<file path="config.mk">
export PLATFORM = sky130hd
export DESIGN_NAME = mem_io_ctrl
export DESIGN_NICKNAME = d
export VERILOG_FILES = /design/src/rtl/mem_io_ctrl.sv
export SDC_FILE = /design/constraint.sdc
export NUM_CORES = 1
export LEC_CHECK = 0
export ABC_AREA = 1
export BUFFER_PORTS_ARGS = -buffer_cell sky130_fd_sc_hd__clkbuf_2
export CAP_MARGIN = 20
export CORE_ASPECT_RATIO = 0.8
export CORE_UTILIZATION = 35
export DETAILED_ROUTE_END_ITERATION = 12
export PLACE_DENSITY = 0.63
export SLEW_MARGIN = 20
export SYNTH_ARGS = -nofsm -noshare
export SYNTH_HDL_FRONTEND = slang
export SYNTH_SLANG_ARGS = --single-unit
</file>
<file path="constraint.sdc">
create_clock -name clk -period 1.6 [get_ports clk]
set_clock_uncertainty 0.15 [all_clocks]
set_input_delay 0.48 -clock clk [delete_from_list [all_inputs] [get_ports clk]]
set_output_delay 0.48 -clock clk [all_outputs]
set_load 0.05 [all_outputs]
</file>
<file path="src/rtl/mem_io_ctrl.sv">
// mem_io_ctrl: memory-side bus controller behind the CPU memory port.
//   Steers each CPU access either to an external 256-word synchronous RAM
//   (0x000-0x0FF) or to on-block I/O registers:
//     0x100 LED (R/W, 8 bit), 0x140 SW (R), 0x141 TIMER (R/W),
//     0x142 STATUS (R, write-1-to-clear); everything else is unmapped.
//   Reads have a uniform one-clock latency for RAM and I/O alike.
// Ports:
//   clk, reset        clock, asynchronous active-low reset
//   mem_cmd           01 read, 10 write, 00/11 idle
//   mem_addr          9-bit word address
//   write_data        store data
//   read_data         load/fetch data (valid the clock after a read)
//   ram_addr/ram_din  RAM address / write data (combinational pass-through)
//   ram_we            RAM write enable (combinational)
//   ram_dout          RAM read data, one clock after address
//   sw_in             asynchronous switch inputs
//   ledr_out          LED register
//   irq_tick          one-cycle pulse per timer increment
module mem_io_ctrl #(
  parameter int PRESCALE = 50000
) (
  input  logic        clk,
  input  logic        reset,
  input  logic [1:0]  mem_cmd,
  input  logic [8:0]  mem_addr,
  input  logic [15:0] write_data,
  output logic [15:0] read_data,
  output logic [7:0]  ram_addr,
  output logic [15:0] ram_din,
  output logic        ram_we,
  input  logic [15:0] ram_dout,
  input  logic [7:0]  sw_in,
  output logic [7:0]  ledr_out,
  output logic        irq_tick
);

  localparam int            PW       = (PRESCALE > 1) ? $clog2(PRESCALE) : 1;
  localparam logic [PW-1:0] PRE_LAST = PW'(PRESCALE - 1);

  localparam logic [8:0] A_LED = 9'h100;
  localparam logic [8:0] A_SW  = 9'h140;
  localparam logic [8:0] A_TMR = 9'h141;
  localparam logic [8:0] A_ST  = 9'h142;

  // decoded access for the current cycle
  typedef struct packed {
    logic rd;
    logic wr;
    logic ram;
    logic led;
    logic sw;
    logic tmr;
    logic st;
    logic unm;
  } dec_t;

  dec_t          dec;
  logic [15:0]   io_val;
  logic          sel_ram_q;
  logic [15:0]   io_rdata_q;
  logic [7:0]    sw_s1, sw_s2;
  logic [PW-1:0] pre_cnt;
  logic [15:0]   tmr_cnt;
  logic [1:0]    status;
  logic          tick_due;
  logic          tmr_wr;
  logic          ovf_set;
  logic [1:0]    st_clr;

  // ---------------- decode ----------------
  always_comb begin
    dec     = '0;
    dec.rd  = (mem_cmd == 2'b01);
    dec.wr  = (mem_cmd == 2'b10);
    dec.ram = ~mem_addr[8];
    dec.led = (mem_addr == A_LED);
    dec.sw  = (mem_addr == A_SW);
    dec.tmr = (mem_addr == A_TMR);
    dec.st  = (mem_addr == A_ST);
    dec.unm = ~(dec.ram | dec.led | dec.sw | dec.tmr | dec.st);
  end

  assign ram_addr = mem_addr[7:0];
  assign ram_din  = write_data;
  assign ram_we   = dec.wr & dec.ram;

  // I/O read mux; unmapped and RAM addresses yield zero here
  always_comb begin
    io_val = '0;
    if (dec.led) io_val = {8'h00, ledr_out};
    if (dec.sw)  io_val = {8'h00, sw_s2};
    if (dec.tmr) io_val = tmr_cnt;
    if (dec.st)  io_val = {14'h0000, status};
  end

  // ---------------- read path ----------------
  // RAM data arrives a clock after the address, so only the select is
  // registered for RAM; I/O data is captured here to match that latency.
  always_ff @(posedge clk or negedge reset) begin
    if (!reset) begin
      sel_ram_q  <= 1'b0;
      io_rdata_q <= '0;
    end else if (dec.rd) begin
      sel_ram_q <= dec.ram;
      if (!dec.ram) io_rdata_q <= io_val;
    end
  end

  assign read_data = sel_ram_q ? ram_dout : io_rdata_q;

  // ---------------- switches ----------------
  always_ff @(posedge clk or negedge reset) begin
    if (!reset) begin
      sw_s1 <= '0;
      sw_s2 <= '0;
    end else begin
      sw_s1 <= sw_in;
      sw_s2 <= sw_s1;
    end
  end

  // ---------------- LED ----------------
  always_ff @(posedge clk or negedge reset) begin
    if (!reset)                ledr_out <= '0;
    else if (dec.wr & dec.led) ledr_out <= write_data[7:0];
  end

  // ---------------- timer ----------------
  // A TIMER write takes priority over the tick: it reloads the count,
  // restarts the prescaler and suppresses both increment and irq.
  assign tick_due = (pre_cnt == PRE_LAST);
  assign tmr_wr   = dec.wr & dec.tmr;
  assign ovf_set  = tick_due & ~tmr_wr & (tmr_cnt == 16'hFFFF);

  always_ff @(posedge clk or negedge reset) begin
    if (!reset) begin
      pre_cnt  <= '0;
      tmr_cnt  <= '0;
      irq_tick <= 1'b0;
    end else begin
      irq_tick <= tick_due & ~tmr_wr;
      if (tmr_wr) begin
        pre_cnt <= '0;
        tmr_cnt <= write_data;
      end else if (tick_due) begin
        pre_cnt <= '0;
        tmr_cnt <= tmr_cnt + 16'd1;
      end else begin
        pre_cnt <= pre_cnt + 1'b1;
      end
    end
  end

  // ---------------- status ----------------
  // Sticky sets are OR-ed in after the W1C mask so a set wins a same-cycle clear.
  assign st_clr = (dec.wr & dec.st) ? write_data[1:0] : 2'b00;

  always_ff @(posedge clk or negedge reset) begin
    if (!reset) status <= '0;
    else        status <= (status & ~st_clr) | {(dec.rd | dec.wr) & dec.unm, ovf_set};
  end

endmodule

</file>
==> summary.md, run 1 <==
| Metric | Value |
|---|---|
| CP Capture Type | output port |
| Global routing usage on met2 | 34.8% |
| Number of global-route vias before repair | 4283 |
| First-pass GRT wire length | 19.9 mm |
| Worst Path Max Fanout | 16 |
| Share of layout cells above drive strength 1 | 36.7% |
| Syn Nets | 664 |
| Crit-path max cell delay | 0.49 ns |
| Slew HR | 81.3% |
| FMAX | 0.510 GHz |
| Top FF cell, synth | dfrtp_1 |
| Setup violators final | 17 |
| Total Nets Final | 817 |
| Worst flop-to-flop path endpoint | tmr_cnt[3]$_DFFE_PN0P_ |
| Routed WL per cell | 13.2 um |
| IO Port Bufs | 102 |
| Worst hold stages | 1 |
| EDFF count, synth | 0 |
| Sw frac | 30.8% |
| Setup TNS | -5.36 ns |
| Post-route clock period utilization | 122% |
| Ys Warns | 0 |
| DIE AREA | 13200 um^2 |
| FF-to-FF setup slack | 0.04 ns |
| Sequential share of power | 38.9% |
| Root Driver | clkbuf_16 |
| Clk_lat worst skew | 0.34 ns |
| Hpwl dp | 9.13 mm |
| Hold Path End | sw_s1[0]$_DFF_PN0_ |
| RR Startpoint | pre_cnt[0]$_DFF_PN0_ |
| Routability cong. | 0.886 |
| Drt pass-1 iters | 5 |
| Clock transition at path regs | 0.06 ns |
| Register area share after synthesis | 42.6% |
| Synth area leaders | dfrtp_1 (43%), nand2_1 (19%), nand3_1 (6.3%) |
| H-tree Lvls | 3 |
| Min cycle time layout | 1.96 ns |
| RSZ-0062 raised after global routing | true |
| Int Power | 0.00386 W |
| HP Start | sw_in[0] |
| Met3 Use GR | 4.67% |
| Worst min path class | input port to flip-flop |
| Worst-Margin Slew | 0.281 ns |
| Netlist cell types | 34 |
| Die height | 103 um |
| Starting DRT DRC Count | 208 |
| Failing checks | negative setup slack |
| DR vias/cell | 4.75 |
| Fin. Hold Viols | 0 |
| Antenna diodes | 0 |
| TritonCTS buffer count | 9 |
| Leak Pwr | 3.34 nW |
| WS Path Type | flip-flop to output port |
| CTS tree | yes |
| CP Buf/Inv Count | 2 |
| Post-Syn Area | 4460 um^2 |
| Bufs on Longest Clock Path | 2 |
| Fin util | 52.1% |
| Final slew viol count | 0 |
| Row count | 36 |
| Maximum VDD drop | 0.575 mV |
| Post-Synthesis Cells | 607 |
| Post-synthesis register bit count | 76 |
| Asr flop ratio synth | 100% |
| Antenna violations before repair | 0 |
| Smallest setup slack after layout | -0.359 ns |
| Clock share of power | 36.6% |
| Clock sink count | 76 |
| Largest area contributor in the netlist | dfrtp_1 |
| Syn avg cell area | 7.35 um^2 |
| Depth of the most critical reg-to-reg path | 8 |
| Horiz. Die Dim | 128 um |
| Met1 usage | 23.5% |
| Worst EP arrival | 1.33 ns |
| Largest net degree at the start of global routing | 36 |
| Worst path slowest cell | dfrtp_2 |
| Vias | 4442 |
| Gr busiest metal | met2 |
| CP required | 0.97 ns |
| Total core area | 12300 um^2 |
| DRC errors left | 0 |
| Layout fillers | 1136 |
| Num ports | 103 |
| Crit-path cells | inv_6, nand2_1, nand2_4, clkbuf_16 |
| GR Overflow Total | 0 |
| Top delay family on crit path | flip-flops |
| Starting Density | 36.3% |
| Element type at the critical path start | flip-flop |
| P per Cell Area | 871 nW/um^2 |
| Total of max-cap violations | 0 |
| WL final | 12.3 mm |
| GRT Total Usage | 19.6% |
| DRT antenna net count | 0 |
| Switching pwr | 0.00172 W |
| Synth-to-layout area growth | 43.7% |
| Logic pwr share | 24.5% |
| Synth top area share | 42.6% |
| Status | complete, but fails checks |
## state kept, by name, summed over array words and instances, names as in the netlist
| name | flops |
|---|---|
| io_rdata_q | 16 |
| sw_s1 | 8 |
| irq_tick | 1 |
| ledr_out | 8 |
| sw_s2 | 8 |
| status | 2 |
| pre_cnt | 16 |
| sel_ram_q | 1 |
| tmr_cnt | 16 |
## worst max path at each step
stage | to | slack, ns | start | cells past startpoint
3_3_place_gp | tmr_cnt[5]$_DFFE_PN0P_ | -0.21 | mem_addr[7] | 10
4_1_cts | read_data[10] | -0.35 | sel_ram_q$_DFFE_PN0N_ | 4
3_5_place_dp | read_data[10] | -0.25 | sel_ram_q$_DFFE_PN0N_ | 4
6_report | read_data[7] | -0.36 | sel_ram_q$_DFFE_PN0N_ | 4
5_1_grt | read_data[7] | -0.40 | sel_ram_q$_DFFE_PN0N_ | 4
2_1_floorplan | ram_we | -0.10 | mem_cmd[0] | 4
## cell type report
cell class / count / area (um^2) / area share [%]
Timing Repair Buffer: 177 / 1430 / 22.4
Timing Repair inverter: 1 / 11.3 / 0.176
Clock inverter: 5 / 60.1 / 0.937
Tap cell: 171 / 214 / 3.34
Inverter: 56 / 239 / 3.73
Multi-Input combinational cell: 439 / 2310 / 36.0
Sequential cell: 76 / 1900 / 29.7
Clock buffer: 11 / 243 / 3.79
## kinds of logic (layout without fill, tap and decap cells)
family | after synthesis | after routing | synth area share [%]
AOI/OAI and AO/OA | 26 | 26 | 3.56
xor gates and xnor gates | 10 | 10 | 1.96
adders and majority gates | 4 | 4 | 1.12
buffers and inverters | 92 | 250 | 10.7
DFF | 76 | 76 | 42.6
and+or+nand+nor | 399 | 399 | 40.0
## what timing repair did
item | in CTS | in global routing
endpoints found under the hold margin | 14 | 0
setup buffers | 8 | 4
pin swaps | 2 | 7
hold buffers | 1 | 0
gates cloned | 0 | 1
resized for setup | 67 | 32
endpoints found under the setup margin | 34 | 40
## per-stage QoR
stage | std cells | area, um^2 | setup slack, ns | hold slack [ns] | power (W)
after global routing | 936 | 6410 | -0.402 | 0.0814 | 0.00585
final | 936 | 6410 | -0.359 | 0.0874 | 0.00558
after global placement | 906 | 5590 | -0.211 | 0.188 | 0.00332
after floorplan | 607 | 4630 | -0.101 | 0.0344 | 0.00297
after detailed placement | 906 | 5590 | -0.249 | 0.188 | 0.00334
after CTS | 931 | 6270 | -0.352 | 0.0790 | 0.00557
## Yosys cell counts, types with 4 or more instances
master,count
buf_4,26
clkbuf_1,6
dfrtp_1,76
ha_1,4
inv_1,50
nand2_1,223
nand2_2,14
nand3_1,56
nand3_2,7
nand4_1,7
nor2_1,71
nor2_4,5
nor3_1,7
o21ai_0,9
o31ai_1,8
xor2_1,9
## layer usage
metal  routed length, um  up-vias
li1                    -     2194
met1                5270     2071
met2                6020      154
met3                 789       23
met4                 244        0
met5                   0        -
## layout by cell type, fill, tap and decap left out, drive strengths merged
cell / count
clkinvlp: 1
a21oi: 3
xor2: 9
o21a: 1
nor3: 7
xnor2: 1
nand4: 7
a31oi: 1
clkbuf: 107
and2: 1
nand3: 65
nand2: 238
dlygate4sd3: 1
o21ai: 11
inv: 56
buf: 80
ha: 4
nor2: 80
nand3b: 1
clkinv: 4
bufinv: 1
o211ai: 2
o31ai: 8
dfrtp: 76
## power groups by stage
stage                     Sequential, W  Clock (W)  Combinational (W)
after floorplan                 0.00218          0           0.000782
after global placement          0.00220          0            0.00111
after detailed placement        0.00221          0            0.00113
after CTS                       0.00217    0.00210            0.00130
after global routing            0.00218    0.00218            0.00149
final                           0.00217    0.00205            0.00137
No activity file was read; power rests on OpenSTA's default activity.
==> run 2: changes to the inputs <==
- CORE_UTILIZATION: 35 -> 49
- PLACE_DENSITY: 0.63 -> 0.82
==> summary.md, run 2 (synthesized netlist as in run 1, its figures left out) <==
| Metric | Value |
|---|---|
| Min cycle time layout | 2.01 ns (was 1.96 ns) |
| Slew HR | 79.7% (was 81.3%) |
| First-pass GRT wire length | 20.3 mm (was 19.9 mm) |
| Leak Pwr | 3.42 nW (was 3.34 nW) |
| CP required | 0.97 ns (about the same) |
| Post-route clock period utilization | 126% (was 122%) |
| Total of max-cap violations | 0 (unchanged) |
| DR vias/cell | 5.34 (was 4.75) |
| Share of layout cells above drive strength 1 | 40.7% (was 36.7%) |
| RSZ-0062 raised after global routing | true (unchanged) |
| RR Startpoint | pre_cnt[7]$_DFF_PN0_ (was pre_cnt[0]$_DFF_PN0_) |
| Starting Density | 51.5% (was 36.3%) |
| Setup TNS | -6.28 ns (was -5.36 ns) |
| Leading registers by flop count | io_rdata_q (16), pre_cnt (16), tmr_cnt (16) (unchanged) |
| Num ports | 103 (unchanged) |
| H-tree Lvls | 3 (unchanged) |
| Clk_lat worst skew | 0.33 ns (was 0.34 ns) |
| FF-to-FF setup slack | 0.06 ns (was 0.04 ns) |
| Maximum VDD drop | 0.703 mV (was 0.575 mV) |
| DRC errors left | 0 (unchanged) |
| WS Path Type | flip-flop to output port (unchanged) |
| Dpl ws | -0.275 ns (was -0.249 ns) |
| Fin. Hold Viols | 0 (unchanged) |
| Total core area | 8670 um^2 (was 12300 um^2) |
| Fin util | 74.2% (was 52.1%) |
| Worst EP arrival | 1.38 ns (was 1.33 ns) |
| Smallest setup slack after layout | -0.412 ns (was -0.359 ns) |
| DIE AREA | 9490 um^2 (was 13200 um^2) |
| Routed WL per cell | 15.4 um (was 13.2 um) |
| Drt pass-1 iters | 5 (unchanged) |
| GR Overflow Total | 0 (unchanged) |
| CP Capture Type | output port (unchanged) |
| Worst-Margin Slew | 0.305 ns (was 0.281 ns) |
| Routability cong. | 0.957 (was 0.886) |
| Synth-to-layout area growth | 44.3% (was 43.7%) |
| IO Port Bufs | 102 (unchanged) |
| Die height | 87.4 um (was 103 um) |
| Antenna diodes | 0 (unchanged) |
| Antenna violations before repair | 0 (unchanged) |
| Status | complete, but fails checks (unchanged) |
| Worst hold stages | 1 (unchanged) |
| P per Cell Area | 863 nW/um^2 (was 871 nW/um^2) |
| Setup violators final | 17 (unchanged) |
| Total Nets Final | 810 (was 817) |
| Worst Path Max Fanout | 7 (was 16) |
| Most frequent cells in the layout | nand2_1 (166), clkbuf_2 (74), dfrtp_1 (74) (was nand2_1 (193), dfrtp_1 (75), clkbuf_2 (74)) |
| Final slew viol count | 0 (unchanged) |
| Commonest non-fill, non-tap cell in the layout | nand2_1 (unchanged) |
| HP Start | sw_in[0] (unchanged) |
| Depth of the most critical reg-to-reg path | 8 (unchanged) |
| Vias | 4644 (was 4442) |
| Clock sink count | 76 (unchanged) |
| Root Driver | clkbuf_16 (unchanged) |
| DRT antenna net count | 0 (unchanged) |
| Hpwl dp | 8.74 mm (was 9.13 mm) |
| Largest net degree at the start of global routing | 35 (was 36) |
| Starting DRT DRC Count | 342 (was 208) |
| FMAX | 0.497 GHz (was 0.510 GHz) |
| CTS tree | yes (unchanged) |
| Element type at the critical path start | flip-flop (unchanged) |
| Clock transition at path regs | 0.06 ns (about the same) |
| Row count | 30 (was 36) |
| Worst min path class | input port to flip-flop (unchanged) |
| Worst flop-to-flop path endpoint | pre_cnt[9]$_DFF_PN0_ (was tmr_cnt[3]$_DFFE_PN0P_) |
| Hold Path End | sw_s1[0]$_DFF_PN0_ (unchanged) |
| Failing checks | negative setup slack (unchanged) |
| WL final | 13.4 mm (was 12.3 mm) |
| GRT Total Usage | 27.8% (was 19.6%) |
| Horiz. Die Dim | 109 um (was 128 um) |
| TritonCTS buffer count | 9 (unchanged) |
| Number of global-route vias before repair | 4415 (was 4283) |
| Bufs on Longest Clock Path | 2 (unchanged) |
[run 2: cell count changes in the layout (fill, tap and decap cells not counted), moves of 6 or more]
cell,delta
nand2_1,-27
nand2_2,+20
clkbuf_8,-12
buf_4,-9
nand2_4,+7
buf_8,+6
[run 2: final cells by class]
class | count | area, um^2
clock buffer | 10 | 229
clock inverter | 5 | 53.8
fill | 596 | 2230
inverter | 56 | 249
multi-input combinational | 439 | 2430
sequential | 76 | 1900
tap | 112 | 140
timing repair buffer | 168 | 1400
timing repair inverter | 3 | 33.8
[run 2: how the worst max path moves through the flow]
| stage | start | endpoint | slack, ns | cells past startpoint |
|---|---|---|---|---|
| 2_1_floorplan | mem_cmd[0] | ram_we | -0.10 | 4 |
| 3_3_place_gp | mem_addr[7] | tmr_cnt[2]$_DFFE_PN0P_ | -0.21 | 9 |
| 3_5_place_dp | mem_addr[3] | tmr_cnt[2]$_DFFE_PN0P_ | -0.28 | 9 |
| 4_1_cts | sel_ram_q$_DFFE_PN0N_ | read_data[14] | -0.34 | 4 |
| 5_1_grt | sel_ram_q$_DFFE_PN0N_ | read_data[1] | -0.45 | 4 |
| 6_report | sel_ram_q$_DFFE_PN0N_ | read_data[7] | -0.41 | 5 |
[run 2: through the flow]
stage | total power [W] | cells | hold slack (ns) | area, um^2
2_1_floorplan | 0.00297 | 607 | 0.0344 | 4630
3_3_place_gp | 0.00328 | 835 | 0.186 | 5420
3_5_place_dp | 0.00332 | 835 | 0.189 | 5420
4_1_cts | 0.00545 | 858 | 0.0982 | 6130
5_1_grt | 0.00579 | 869 | 0.0980 | 6440
6_report | 0.00556 | 869 | 0.103 | 6440
[run 2: metal layers]
layer	up-vias	global-route usage (%)	part of all wire, %
met5	-	0	0
met4	0	10.8	2.8
met3	43	6.06	7.9
met2	233	49.0	50
met1	2181	33.0	39
li1	2187	-	-
[run 2: where the power goes]
group | internal [W] | switching, W | leakage [nW]
Combinational | 0.000580 | 0.000841 | 2.33
Sequential | 0.00205 | 0.000142 | 0.954
Clock | 0.00119 | 0.000753 | 0.142
Total | 0.00382 | 0.00174 | 3.42
[run 2: what timing repair did]
item	in CTS	in global routing
setup endpoints to repair	36	52
hold endpoints to repair	15	0
setup buffers	6	10
gates cloned	1	2
gates resized for setup	81	80
hold buffers	1	0
pin swaps	9	20
[run 2: worst max-delay path, cell delays in order, from the launching register on]
cell,delay [ns]
dfrtp_2,0.50
buf_6,0.16
buf_6,0.11
nand2_4,0.06
nand2_4,0.06
clkbuf_16,0.16
==> run 3: changes to the inputs <==
- ABC_AREA: 1 -> 0
- CORE_UTILIZATION: 49 -> 47
- PLACE_DENSITY: 0.82 -> 0.81
==> summary.md, run 3 <==
| Metric | Value |
|---|---|
| Min cycle time layout | 2.35 ns (was 2.01 ns) |
| Main combinational cell family by area after synthesis | simple AND/OR/NAND/NOR gates (unchanged) |
| Worst Path Max Fanout | 8 (was 7) |
| Worst min path class | input port to flip-flop (unchanged) |
| Final slew viol count | 0 (unchanged) |
| Most frequent cells in the layout | buf_4 (85), dfrtp_1 (75), clkbuf_2 (70) (was nand2_1 (166), clkbuf_2 (74), dfrtp_1 (74)) |
| Worst-Margin Slew | 0.371 ns (was 0.305 ns) |
| Worst hold stages | 1 (unchanged) |
| GRT Total Usage | 27.1% (was 27.8%) |
| CP required | 1.68 ns (was 0.97 ns) |
| RR Startpoint | pre_cnt[12]$_DFF_PN0_ (was pre_cnt[7]$_DFF_PN0_) |
| Slew HR | 75.3% (was 79.7%) |
| DR vias/cell | 5.44 (was 5.34) |
| Leak Pwr | 2.89 nW (was 3.42 nW) |
| Synth area leaders | dfrtp_1 (51%), mux2_2 (7.2%), buf_4 (4.8%) (was dfrtp_1 (43%), nand2_1 (19%), nand3_1 (6.3%)) |
| Total core area | 7570 um^2 (was 8670 um^2) |
| CP Capture Type | flip-flop (was output port) |
| Clk_lat worst skew | 0.36 ns (was 0.33 ns) |
| Setup TNS | -25.46 ns (was -6.28 ns) |
| Starting Density | 49.7% (was 51.5%) |
| First-pass GRT wire length | 16.7 mm (was 20.3 mm) |
| Top FF cell, synth | dfrtp_1 (unchanged) |
| Commonest non-fill, non-tap cell in the layout | buf_4 (was nand2_1) |
| Top cells by count, synth | dfrtp_1 (76), nor2_1 (39), a21oi_1 (24), buf_4 (24), mux2_2 (24) (was nand2_1 (223), dfrtp_1 (76), nor2_1 (71)) |
| Netlist cell types | 42 (was 34) |
| WL final | 11.0 mm (was 13.4 mm) |
| DIE AREA | 8370 um^2 (was 9490 um^2) |
| Clock sink count | 76 (unchanged) |
| EDFF count, synth | 0 (unchanged) |
| Asr flop ratio synth | 100% (unchanged) |
| FF-to-FF setup slack | -0.75 ns (was 0.06 ns) |
| Root Driver | clkbuf_8 (was clkbuf_16) |
| Status | complete, but fails checks (unchanged) |
| Fin util | 78.0% (was 74.2%) |
| Multiplexer area fraction after synthesis | 7.71% (was 0%) |
| Global routing usage on met2 | 45.3% (was 49.0%) |
| Row count | 28 (was 30) |
| Met3 Use GR | 5.53% (was 6.06%) |
| DRC errors left | 0 (unchanged) |
| P per Cell Area | 901 nW/um^2 (was 863 nW/um^2) |
| Most common cell in the netlist | dfrtp_1 (was nand2_1) |
| HP Start | sw_in[5] (was sw_in[0]) |
| Routed WL per cell | 17.3 um (was 15.4 um) |
| Syn Nets | 413 (was 664) |
| Synth-to-layout area growth | 56.9% (was 44.3%) |
| Antenna violations before repair | 0 (unchanged) |
| Post-synthesis register bit count | 76 (unchanged) |
| Leading registers by flop count | io_rdata_q (16), pre_cnt (16), tmr_cnt (16) (unchanged) |
| Drt pass-1 iters | 4 (was 5) |
| Largest net degree at the start of global routing | 30 (was 35) |
| IO Port Bufs | 102 (unchanged) |
| Post-Synth Adder-Cell Area | 1.60% (was 1.12%) |
| FMAX | 0.426 GHz (was 0.497 GHz) |
| Syn avg cell area | 10.6 um^2 (was 7.35 um^2) |
| Worst EP arrival | 2.43 ns (was 1.38 ns) |
| Total Nets Final | 589 (was 810) |
| Share of layout cells above drive strength 1 | 54.2% (was 40.7%) |
| Number of global-route vias before repair | 3429 (was 4415) |
| Dpl ws | -0.659 ns (was -0.275 ns) |
| Depth of the most critical reg-to-reg path | 5 (was 8) |
| RSZ-0062 raised after global routing | true (unchanged) |
| Hold Path End | sw_s1[5]$_DFF_PN0_ (was sw_s1[0]$_DFF_PN0_) |
| Largest area contributor in the netlist | dfrtp_1 (unchanged) |
| Compound-Gate Fraction of Synth Area | 8.21% (was 3.56%) |
| Hpwl dp | 7.29 mm (was 8.74 mm) |
| Smallest setup slack after layout | -0.748 ns (was -0.412 ns) |
| Synth top area share | 50.5% (was 42.6%) |
| XOR/XNOR Fraction of Synth Area | 6.75% (was 1.96%) |
| TritonCTS buffer count | 9 (unchanged) |
| Setup violators final | 51 (was 17) |
| Element type at the critical path start | flip-flop (unchanged) |
| Bufs on Longest Clock Path | 2 (unchanged) |
| Met1 usage | 34.2% (was 33.0%) |
| WS Path Type | flip-flop to flip-flop (was flip-flop to output port) |
| Post-Synthesis Cells | 356 (was 607) |
| Simple-gate share of the synthesized area | 17.8% (was 40.0%) |
| Maximum VDD drop | 0.692 mV (was 0.703 mV) |
| Die height | 82.0 um (was 87.4 um) |
| Vias | 3479 (was 4644) |
| Post-Syn Area | 3760 um^2 (was 4460 um^2) |
| Routability cong. | 0.840 (was 0.957) |
| Clock transition at path regs | 0.07 ns (was 0.06 ns) |
| Horiz. Die Dim | 102 um (was 109 um) |
| CTS tree | yes (unchanged) |
| H-tree Lvls | 3 (unchanged) |
| Ys Warns | 0 (unchanged) |
| Post-route clock period utilization | 147% (was 126%) |
| Antenna diodes | 0 (unchanged) |
| Num ports | 103 (unchanged) |
| Gr busiest metal | met2 (unchanged) |
| Fin. Hold Viols | 0 (unchanged) |
| Total of max-cap violations | 0 (unchanged) |
| GR Overflow Total | 0 (unchanged) |
| Starting DRT DRC Count | 174 (was 342) |
| DRT antenna net count | 0 (unchanged) |
| Failing checks | negative setup slack (unchanged) |
| Final Power | 0.00532 W (was 0.00556 W) |
| Register area share after synthesis | 50.5% (was 42.6%) |
| Worst flop-to-flop path endpoint | tmr_cnt[8]$_DFFE_PN0P_ (was pre_cnt[9]$_DFF_PN0_) |
[run 3: critical path: stages (launching register included)]
cell and delay, ns:
dfrtp_1 0.38, or4b_4 0.54, or4_4 0.64, nor3_2 0.21
xnor2_1 0.19, a21oi_1 0.11
[run 3: area by class of cell]
type,count,area (um^2)
Multi-Input combinational cell,235,1930
Timing Repair Buffer,202,1690
Clock buffer,9,124
Tap cell,105,131
Sequential cell,76,1900
Clock inverter,5,103
Fill cell,425,1660
Inverter,8,32.5
[run 3: through the flow]
step | instance area, um^2 | hold slack [ns] | cells
2_1_floorplan | 4010 | 0.0344 | 356
3_3_place_gp | 5030 | 0.182 | 606
3_5_place_dp | 5030 | 0.185 | 606
4_1_cts | 5720 | 0.0588 | 631
5_1_grt | 5910 | 0.0539 | 640
6_report | 5910 | 0.0701 | 640
[run 3: per-layer routing]
metal  routed length, um  share of wire (%)
met3                 551                5.0
met2                5500                 50
met4                 348                3.2
met1                4640                 42
met5                   0                  0
[run 3: kinds of logic after synthesis]
| group | Yosys count |
|---|---|
| adder cells (fa/ha/maj) | 5 |
| multiplexers | 26 |
| XOR/XNOR | 29 |
| AND/OR/NAND/NOR | 129 |
| buffers and inverters | 45 |
| flip-flops | 76 |
| AO/OA/AOI/OAI | 46 |
[run 3: power by group]
group	total, W	leakage, nW	internal (W)	switching (W)
sequential	0.00212	0.918	0.00204	0.0000873
clock	0.00172	0.111	0.00102	0.000704
combinational	0.00148	1.86	0.000689	0.000792
[run 3: worst max path at each step]
stage | start | end | slack (ns)
floorplan | pre_cnt[12]$_DFF_PN0_ | tmr_cnt[11]$_DFFE_PN0P_ | -0.62
global placement | pre_cnt[12]$_DFF_PN0_ | tmr_cnt[13]$_DFFE_PN0P_ | -0.60
detailed placement | pre_cnt[12]$_DFF_PN0_ | tmr_cnt[11]$_DFFE_PN0P_ | -0.66
CTS | pre_cnt[12]$_DFF_PN0_ | tmr_cnt[11]$_DFFE_PN0P_ | -0.66
global route | pre_cnt[12]$_DFF_PN0_ | tmr_cnt[8]$_DFFE_PN0P_ | -0.79
finish | pre_cnt[12]$_DFF_PN0_ | tmr_cnt[8]$_DFFE_PN0P_ | -0.75
[run 3: what timing repair did]
item / in CTS / in global routing
buffers inserted: 10 / 8
pin swaps: 20 / 7
hold buffers: 1 / 0
setup endpoints to repair: 62 / 64
endpoints found under the hold margin: 23 / 0
resized for setup: 83 / 44
cloned: 1 / 1
